## src/rtl/mem_burst_ctrl.sv

```systemverilog
// Burst command sequencer for a 16x8 synchronous RAM: expands one read or write
// command into 1..16 single-word accesses at consecutive, wrapping addresses.
module mem_burst_ctrl #(
  parameter int ADDR_WIDTH = 4,
  parameter int DATA_WIDTH = 8
) (
  input  logic                  Clock,
  input  logic                  Reset,
  input  logic                  Cmd_Valid,
  output logic                  Cmd_Ready,
  input  logic                  Cmd_Write,
  input  logic [ADDR_WIDTH-1:0] Cmd_Addr,
  input  logic [ADDR_WIDTH-1:0] Cmd_Len,
  input  logic                  Wr_Valid,
  output logic                  Wr_Ready,
  input  logic [DATA_WIDTH-1:0] Wr_Data,
  output logic                  Rd_Valid,
  output logic [DATA_WIDTH-1:0] Rd_Data,
  output logic [ADDR_WIDTH-1:0] Mem_Address,
  output logic [DATA_WIDTH-1:0] Mem_Data_In,
  output logic                  Mem_WE,
  input  logic [DATA_WIDTH-1:0] Mem_Data_Out
);

  typedef enum logic [1:0] {
    S_IDLE  = 2'd0,
    S_WRITE = 2'd1,
    S_READ  = 2'd2,
    S_DRAIN = 2'd3
  } state_t;

  state_t                state_q, state_d;
  logic [ADDR_WIDTH-1:0] ptr_q, ptr_d;
  logic [ADDR_WIDTH-1:0] cnt_q, cnt_d;
  logic [ADDR_WIDTH-1:0] mem_addr_q, mem_addr_d;
  logic [DATA_WIDTH-1:0] mem_din_q, mem_din_d;
  logic                  mem_we_q, mem_we_d;
  logic [1:0]            rd_pipe_q, rd_pipe_d;
  logic                  rd_valid_q, rd_valid_d;
  logic [DATA_WIDTH-1:0] rd_data_q, rd_data_d;

  always_comb begin
    state_d    = state_q;
    ptr_d      = ptr_q;
    cnt_d      = cnt_q;
    mem_addr_d = mem_addr_q;
    mem_din_d  = mem_din_q;
    mem_we_d   = 1'b0;
    rd_pipe_d  = {rd_pipe_q[0], 1'b0};
    // Stage 1 of the pipe marks the cycle the RAM's registered Data_Out is valid.
    rd_valid_d = rd_pipe_q[1];
    rd_data_d  = rd_pipe_q[1] ? Mem_Data_Out : rd_data_q;

    case (state_q)
      S_IDLE: begin
        if (Cmd_Valid) begin
          cnt_d = Cmd_Len;
          if (Cmd_Write) begin
            ptr_d   = Cmd_Addr;
            state_d = S_WRITE;
          end else begin
            // First read address goes out on the acceptance edge itself.
            mem_addr_d   = Cmd_Addr;
            ptr_d        = Cmd_Addr + ADDR_WIDTH'(1);
            rd_pipe_d[0] = 1'b1;
            state_d      = S_READ;
          end
        end else begin
          state_d = S_IDLE;
        end
      end
      S_WRITE: begin
        if (Wr_Valid) begin
          mem_addr_d = ptr_q;
          mem_din_d  = Wr_Data;
          mem_we_d   = 1'b1;
          ptr_d      = ptr_q + ADDR_WIDTH'(1);
          cnt_d      = cnt_q - ADDR_WIDTH'(1);
          state_d    = (cnt_q == '0) ? S_IDLE : S_WRITE;
        end else begin
          state_d = S_WRITE;
        end
      end
      S_READ: begin
        // cnt_q counts addresses still to issue after the one sent on acceptance.
        if (cnt_q == '0) begin
          state_d = S_DRAIN;
        end else begin
          mem_addr_d   = ptr_q;
          ptr_d        = ptr_q + ADDR_WIDTH'(1);
          cnt_d        = cnt_q - ADDR_WIDTH'(1);
          rd_pipe_d[0] = 1'b1;
        end
      end
      S_DRAIN: begin
        if (rd_pipe_q == 2'b00) begin
          state_d = S_IDLE;
        end else begin
          state_d = S_DRAIN;
        end
      end
      default: begin
        state_d = S_IDLE;
      end
    endcase
  end

  always_ff @(posedge Clock or posedge Reset) begin
    if (Reset) begin
      state_q    <= S_IDLE;
      ptr_q      <= '0;
      cnt_q      <= '0;
      mem_addr_q <= '0;
      mem_din_q  <= '0;
      mem_we_q   <= 1'b0;
      rd_pipe_q  <= 2'b00;
      rd_valid_q <= 1'b0;
      rd_data_q  <= '0;
    end else begin
      state_q    <= state_d;
      ptr_q      <= ptr_d;
      cnt_q      <= cnt_d;
      mem_addr_q <= mem_addr_d;
      mem_din_q  <= mem_din_d;
      mem_we_q   <= mem_we_d;
      rd_pipe_q  <= rd_pipe_d;
      rd_valid_q <= rd_valid_d;
      rd_data_q  <= rd_data_d;
    end
  end

  assign Cmd_Ready   = (state_q == S_IDLE);
  assign Wr_Ready    = (state_q == S_WRITE);
  assign Mem_Address = mem_addr_q;
  assign Mem_Data_In = mem_din_q;
  assign Mem_WE      = mem_we_q;
  assign Rd_Valid    = rd_valid_q;
  assign Rd_Data     = rd_data_q;

endmodule

```

## config.mk

```make
export PLATFORM = sky130hd
export DESIGN_NAME = mem_burst_ctrl
export DESIGN_NICKNAME = d
export VERILOG_FILES = /design/src/rtl/mem_burst_ctrl.sv
export SDC_FILE = /design/constraint.sdc
export NUM_CORES = 1
export LEC_CHECK = 0
export ABC_AREA = 1
export CORE_ASPECT_RATIO = 1.2
export CORE_MARGIN = 4
export CORE_UTILIZATION = 40
export DETAILED_ROUTE_END_ITERATION = 8
export HOLD_SLACK_MARGIN = 0.05
export PLACE_DENSITY_LB_ADDON = 0.08
export SYNTH_ARGS = -nofsm -noshare
export SYNTH_HDL_FRONTEND = slang
export SYNTH_SLANG_ARGS = --single-unit
```

## constraint.sdc

```tcl
create_clock -name Clock -period 1.4 [get_ports Clock]
set_input_delay 0.35 -clock Clock [delete_from_list [all_inputs] [get_ports Clock]]
set_output_delay 0.35 -clock Clock [all_outputs]
set_load 0.005 [all_outputs]
```

# == Word level (Yosys, flattened, before mapping) ==
# Cells that the tools add are included.
# word_totals
word_cells,54
output_inout_bits,24
ff_bits,34
input_bits,29
# op_classes
mux,27
n_reduce_logical,7
eq_ne,8
addsub,3
# ops
op,count
2-to-1 mux 4 bit,11
case mux 4 bit (3 select lines),3
inequality test 2 bit (second input constant),5
adder 4 x 1 -> 4 bit (second input constant),2
2-to-1 mux 2 bit,4
case mux 2 bit (4 select lines),1
2-to-1 mux 1 bit,7
AND reduction 5 bit,1
equality test 2 bit (second input constant),2
logical NOT 2 bit,2
logical NOT 4 bit,1
AND reduction 4 bit,1
subtractor 4 x 1 -> 4 bit (second input constant),1
nonzero test 3 bit,1
equality test 2 x 1 -> 1 bit (second input constant),1
case mux 1 bit (2 select lines),1
AND reduction 2 bit,1

# == Longest topological paths before layout ==
# logic_depth
ltp_word,4
mapped_depth,9
depth_no_buf,9

# == Worst setup path before layout ==
# No wires, ideal clock.
# synth_timing
kind,register to register
startpoint,register state_q[0]
endpoint,register ptr_q[0]
path_buffers,1
t_required_ns,1.271
stages_incl_launch_ff,8
slack_ns,-0.070
arrival_time_ns,1.341
cell_sequence,dfrtp_1 -> inv_1 -> ha_1 -> buf_2 -> o21ai_0 -> nand2_1 -> o21ai_0 -> o21ai_0
# synth_between
elab_chain_len,3
# synth_rtl
item,line_no,source
"start, declared",32,"state_t state_q, state_d;"
"start signal, assigned",120,state_q <= state_d;
equality test 2 bit (tied with other cells),54,case (state_q)
inequality test 2 bit (no line) or nonzero test 3 bit (tied branches),--,
AND reduction 4 bit (no line),--,
"end signal, assigned",121,ptr_q <= ptr_d;
"end, declared",33,"logic [ADDR_WIDTH-1:0] ptr_q, ptr_d;"
# Several ways; a longest one is shown, not always the timed one.
# A chain may end at the register's enable or synchronous reset.

# == Worst setup path in the final report ==
# layout_timing
startpoint,register state_q[1]
endpoint,output port Wr_Ready
# layout_between
elab_chain_len,1
# layout_rtl
item,line_no,source
equality test 2 x 1 -> 1 bit,133,assign Wr_Ready = (state_q == S_WRITE);
"end, declared",15,"output logic Wr_Ready,"
# No other way between the ends.

==> summary.txt <==
Outcome
  • Status: finished with violations
  • Failing checks: setup timing

Global route
  • First-pass GRT wire length: 6780 µm
  • Initial antenna violation count: 0
  • Number of global-route vias before repair: ~1500
  • GRT overflow: 0
  • Global Route Usage Sum: 14.9%
  • Largest net degree at the start of global routing: 35

Final layout
  • Nets: 330
  • Synth-to-Final Area Change: 56.7%
  • FF+latch area: between 800 and 900 µm²
  • Multi-input gate area: ~950 µm²
  • Layout cells sized above 1: about a third
  • Fill count: 412
  • Design Area, Final: around 0.0028 mm²
  • Layout Cells excl Fill: ~350
  • Ant diodes: 0

CTS
  • CTS Sinks: 34
  • Max Buffers Root-to-Sink: 2
  • CTS tree: built
  • CTS H-tree depth: 2
  • Worst-skew pair later-pin latency: about 0.28 ns
  • Cts bufs inserted: 5
  • Root buf cell: clkbuf_8
  • CTS clk-pin slew, worst paths: ~0.07 ns

Placed design
  • GP Congestion: 0.817
  • Cells after DPL: around 340
  • Pre-CTS WS: -0.252 ns
  • Area after DPL: 0.00254 mm²
  • Final HPWL DP: 2940 µm
  • Port Buffers: 52

Yosys
  • Synth Net Count: between 200 and 250
  • Syn Inst Count: 209
  • YS warnings: 0
  • Yosys reg bits: 34
  • Cell Area, Synth: ~0.0018 mm²
  • Netlist cell types: 25
  • Mapped Avg Cell Area: around 8.6 µm²
  • Register area share after synthesis: between 40% and 50%

Drt
  • DRC viols: 0
  • Total wire length: roughly 4000 µm
  • Pre-antenna DRT Iters: 4
  • Drt via density: 4.53
  • Vias after detailed routing: 1580
  • Final antenna-violating net count: 0
  • DR WL/cell: approximately 11 µm
  • Iter 0 DRT Violations: between 40 and 50

Timing
  • Slew HR: between 70% and 80%
  • Final-report hold violation count: 0
  • Slew Limit Fails: 0
  • Final min period: 1.55 ns
  • Final setup vio count: 12
  • Layout Skew: 0.00626 ns
  • Tightest Pin Transition: 0.412 ns
  • F_max: approximately 640 MHz
  • Worst Slack Setup Final: -0.151 ns
  • RSZ-0062 raised after global routing: true
  • Final period util: 111%

Worst setup path
  • Worst EP required: 1.05 ns
  • Worst r2r src: state_q[1]
  • Crit path launch: state_q[1]
  • R2R Setup Slk: -0.12 ns
  • Startpoint Class: flip-flop
  • Crit path capture type: output port
  • WP data arrival: 1.20 ns
  • Reg-to-reg critical path endpoint: Mem_Address[1]
  • Setup CP Type: flip-flop to output port
  • Critical path endpoint: Wr_Ready
  • Worst Path Max Fanout: 2
  • R2R cell count: 10

Die
  • Die area: around 0.0056 mm²
  • # rows: 26
  • Core Region: ~0.0043 mm²
  • Die extent in y: a little over 80 µm
  • Top-Level Pins: 53
  • Initial Util: about two fifths
  • DIE WIDTH: between 60 and 70 µm

Worst hold path
  • Hold Path Class: flip-flop to flip-flop

Power
  • VDD IR max: 1.09 mV
  • Pleak: around 1.4 nW
  • Power Density: 2320 mW/mm²

Run
  • Max-Cap Viols: 0
## worst min-delay path by stage
stage                     depth (start not counted)         start  slack [ns]            to
after floorplan                                   0  rd_pipe_q[1]        0.35      Rd_Valid
after global placement                            0  rd_pipe_q[0]        0.38  rd_pipe_q[1]
after detailed placement                          0  rd_pipe_q[0]        0.38  rd_pipe_q[1]
after CTS                                         0  rd_pipe_q[0]        0.40  rd_pipe_q[1]
after global routing                              0  rd_pipe_q[0]        0.41  rd_pipe_q[1]
final                                             0  rd_pipe_q[0]        0.39  rd_pipe_q[1]
## Yosys cell counts, drive strengths merged
cell type	number	area (µm²)
a21oi	4	20.0
a31oi	1	6.26
buf	4	30.0
clkinv	1	3.75
dfrtp	34	851
ha	9	113
inv	23	86.3
mux2	8	90.1
mux2i	1	10.0
nand2	77	302
nand3	13	87.6
nand4	2	12.5
nor2	12	60.1
o211ai	1	21.3
o21ai	17	92.6
o22ai	1	6.26
or2	1	6.26
## metal layers
layer  vias to the layer above  track usage, %  part of all wire (%)
met4                         0            4.69                   1.4
met2                        37            26.5                    50
li1                        835               -                     -
met1                       702            17.9                    43
met5                         -               0                     0
met3                         6            3.55                   5.4
## area by class of cell
type                            count  area share (%)
Clock buffer                        7            3.06
Multi-Input combinational cell    147            33.9
Inverter                           24            3.51
Clock inverter                      1           0.178
Sequential cell                    34            30.2
Tap cell                           56            2.49
Timing Repair Buffer               80            26.7
## critical path, stage by stage (launching register included)
cell and delay [ns]:
dfrtp_1 0.37, inv_2 0.07, buf_6 0.12, ha_4 0.16
buf_6 0.11, buf_6 0.10
## cell usage in the layout (no fill, tap or decap), drive strengths merged
| master | instances |
|---|---|
| dlygate4sd2 | 22 |
| mux2i | 1 |
| nand2 | 77 |
| inv | 22 |
| a31oi | 1 |
| dfrtp | 34 |
| buf | 30 |
| nand4 | 2 |
| clkbuf | 7 |
| mux2 | 8 |
| o21ai | 17 |
| nand3 | 13 |
| nor2 | 12 |
| a21oi | 4 |
| ha | 9 |
| clkdlybuf4s50 | 28 |
| or2 | 1 |
| o22ai | 1 |
| o211ai | 1 |
| clkinvlp | 1 |
| clkinv | 2 |
## power by group
| part | switching [W] | total, W | internal, W | leakage (nW) |
|---|---|---|---|---|
| Sequential | 0.000330 | 0.00181 | 0.00148 | 0.415 |
| Clock | 0.000341 | 0.000738 | 0.000397 | 0.0482 |
| Combinational | 0.00189 | 0.00398 | 0.00209 | 0.950 |
| Total | 0.00256 | 0.00653 | 0.00396 | 1.41 |
## metrics by stage
| stage | util (%) | hold slack (ns) | TNS (ns) | total power, W |
|---|---|---|---|---|
| 2_1_floorplan | - | 0.349 | 0 | 0.00379 |
| 3_3_place_gp | 59.1 | 0.382 | -3.37 | 0.00532 |
| 4_1_cts | 63.3 | 0.403 | -1.03 | 0.00624 |
| 6_report | 65.6 | 0.394 | -1.21 | 0.00653 |
| 5_1_grt | 65.6 | 0.414 | -2.36 | 0.00715 |
| 3_5_place_dp | 59.1 | 0.380 | -3.54 | 0.00536 |
## timing repair
item	CTS	global route
hold buffers	0	0
setup endpoints to repair	46	24
buffers inserted	5	1
gates resized for setup	53	32
pin swaps	6	15
## registers in the layout, indices dropped and copies added (netlist names)
register     flops
Mem_WE           1
Rd_Valid         1
Rd_Data          8
cnt_q            4
ptr_q            4
state_q          2
rd_pipe_q        2
Mem_Address      4
Mem_Data_In      8
## logic make-up after synthesis
group,after synthesis,share of synthesized area [%]
DFF,34,47.3
adders and majority gates,9,6.26
and+or+nand+nor,105,26.0
AOI/OAI and AO/OA,24,8.14
muxes,9,5.57
buffers and inverters,28,6.68
(Power assumes the default switching activity.)
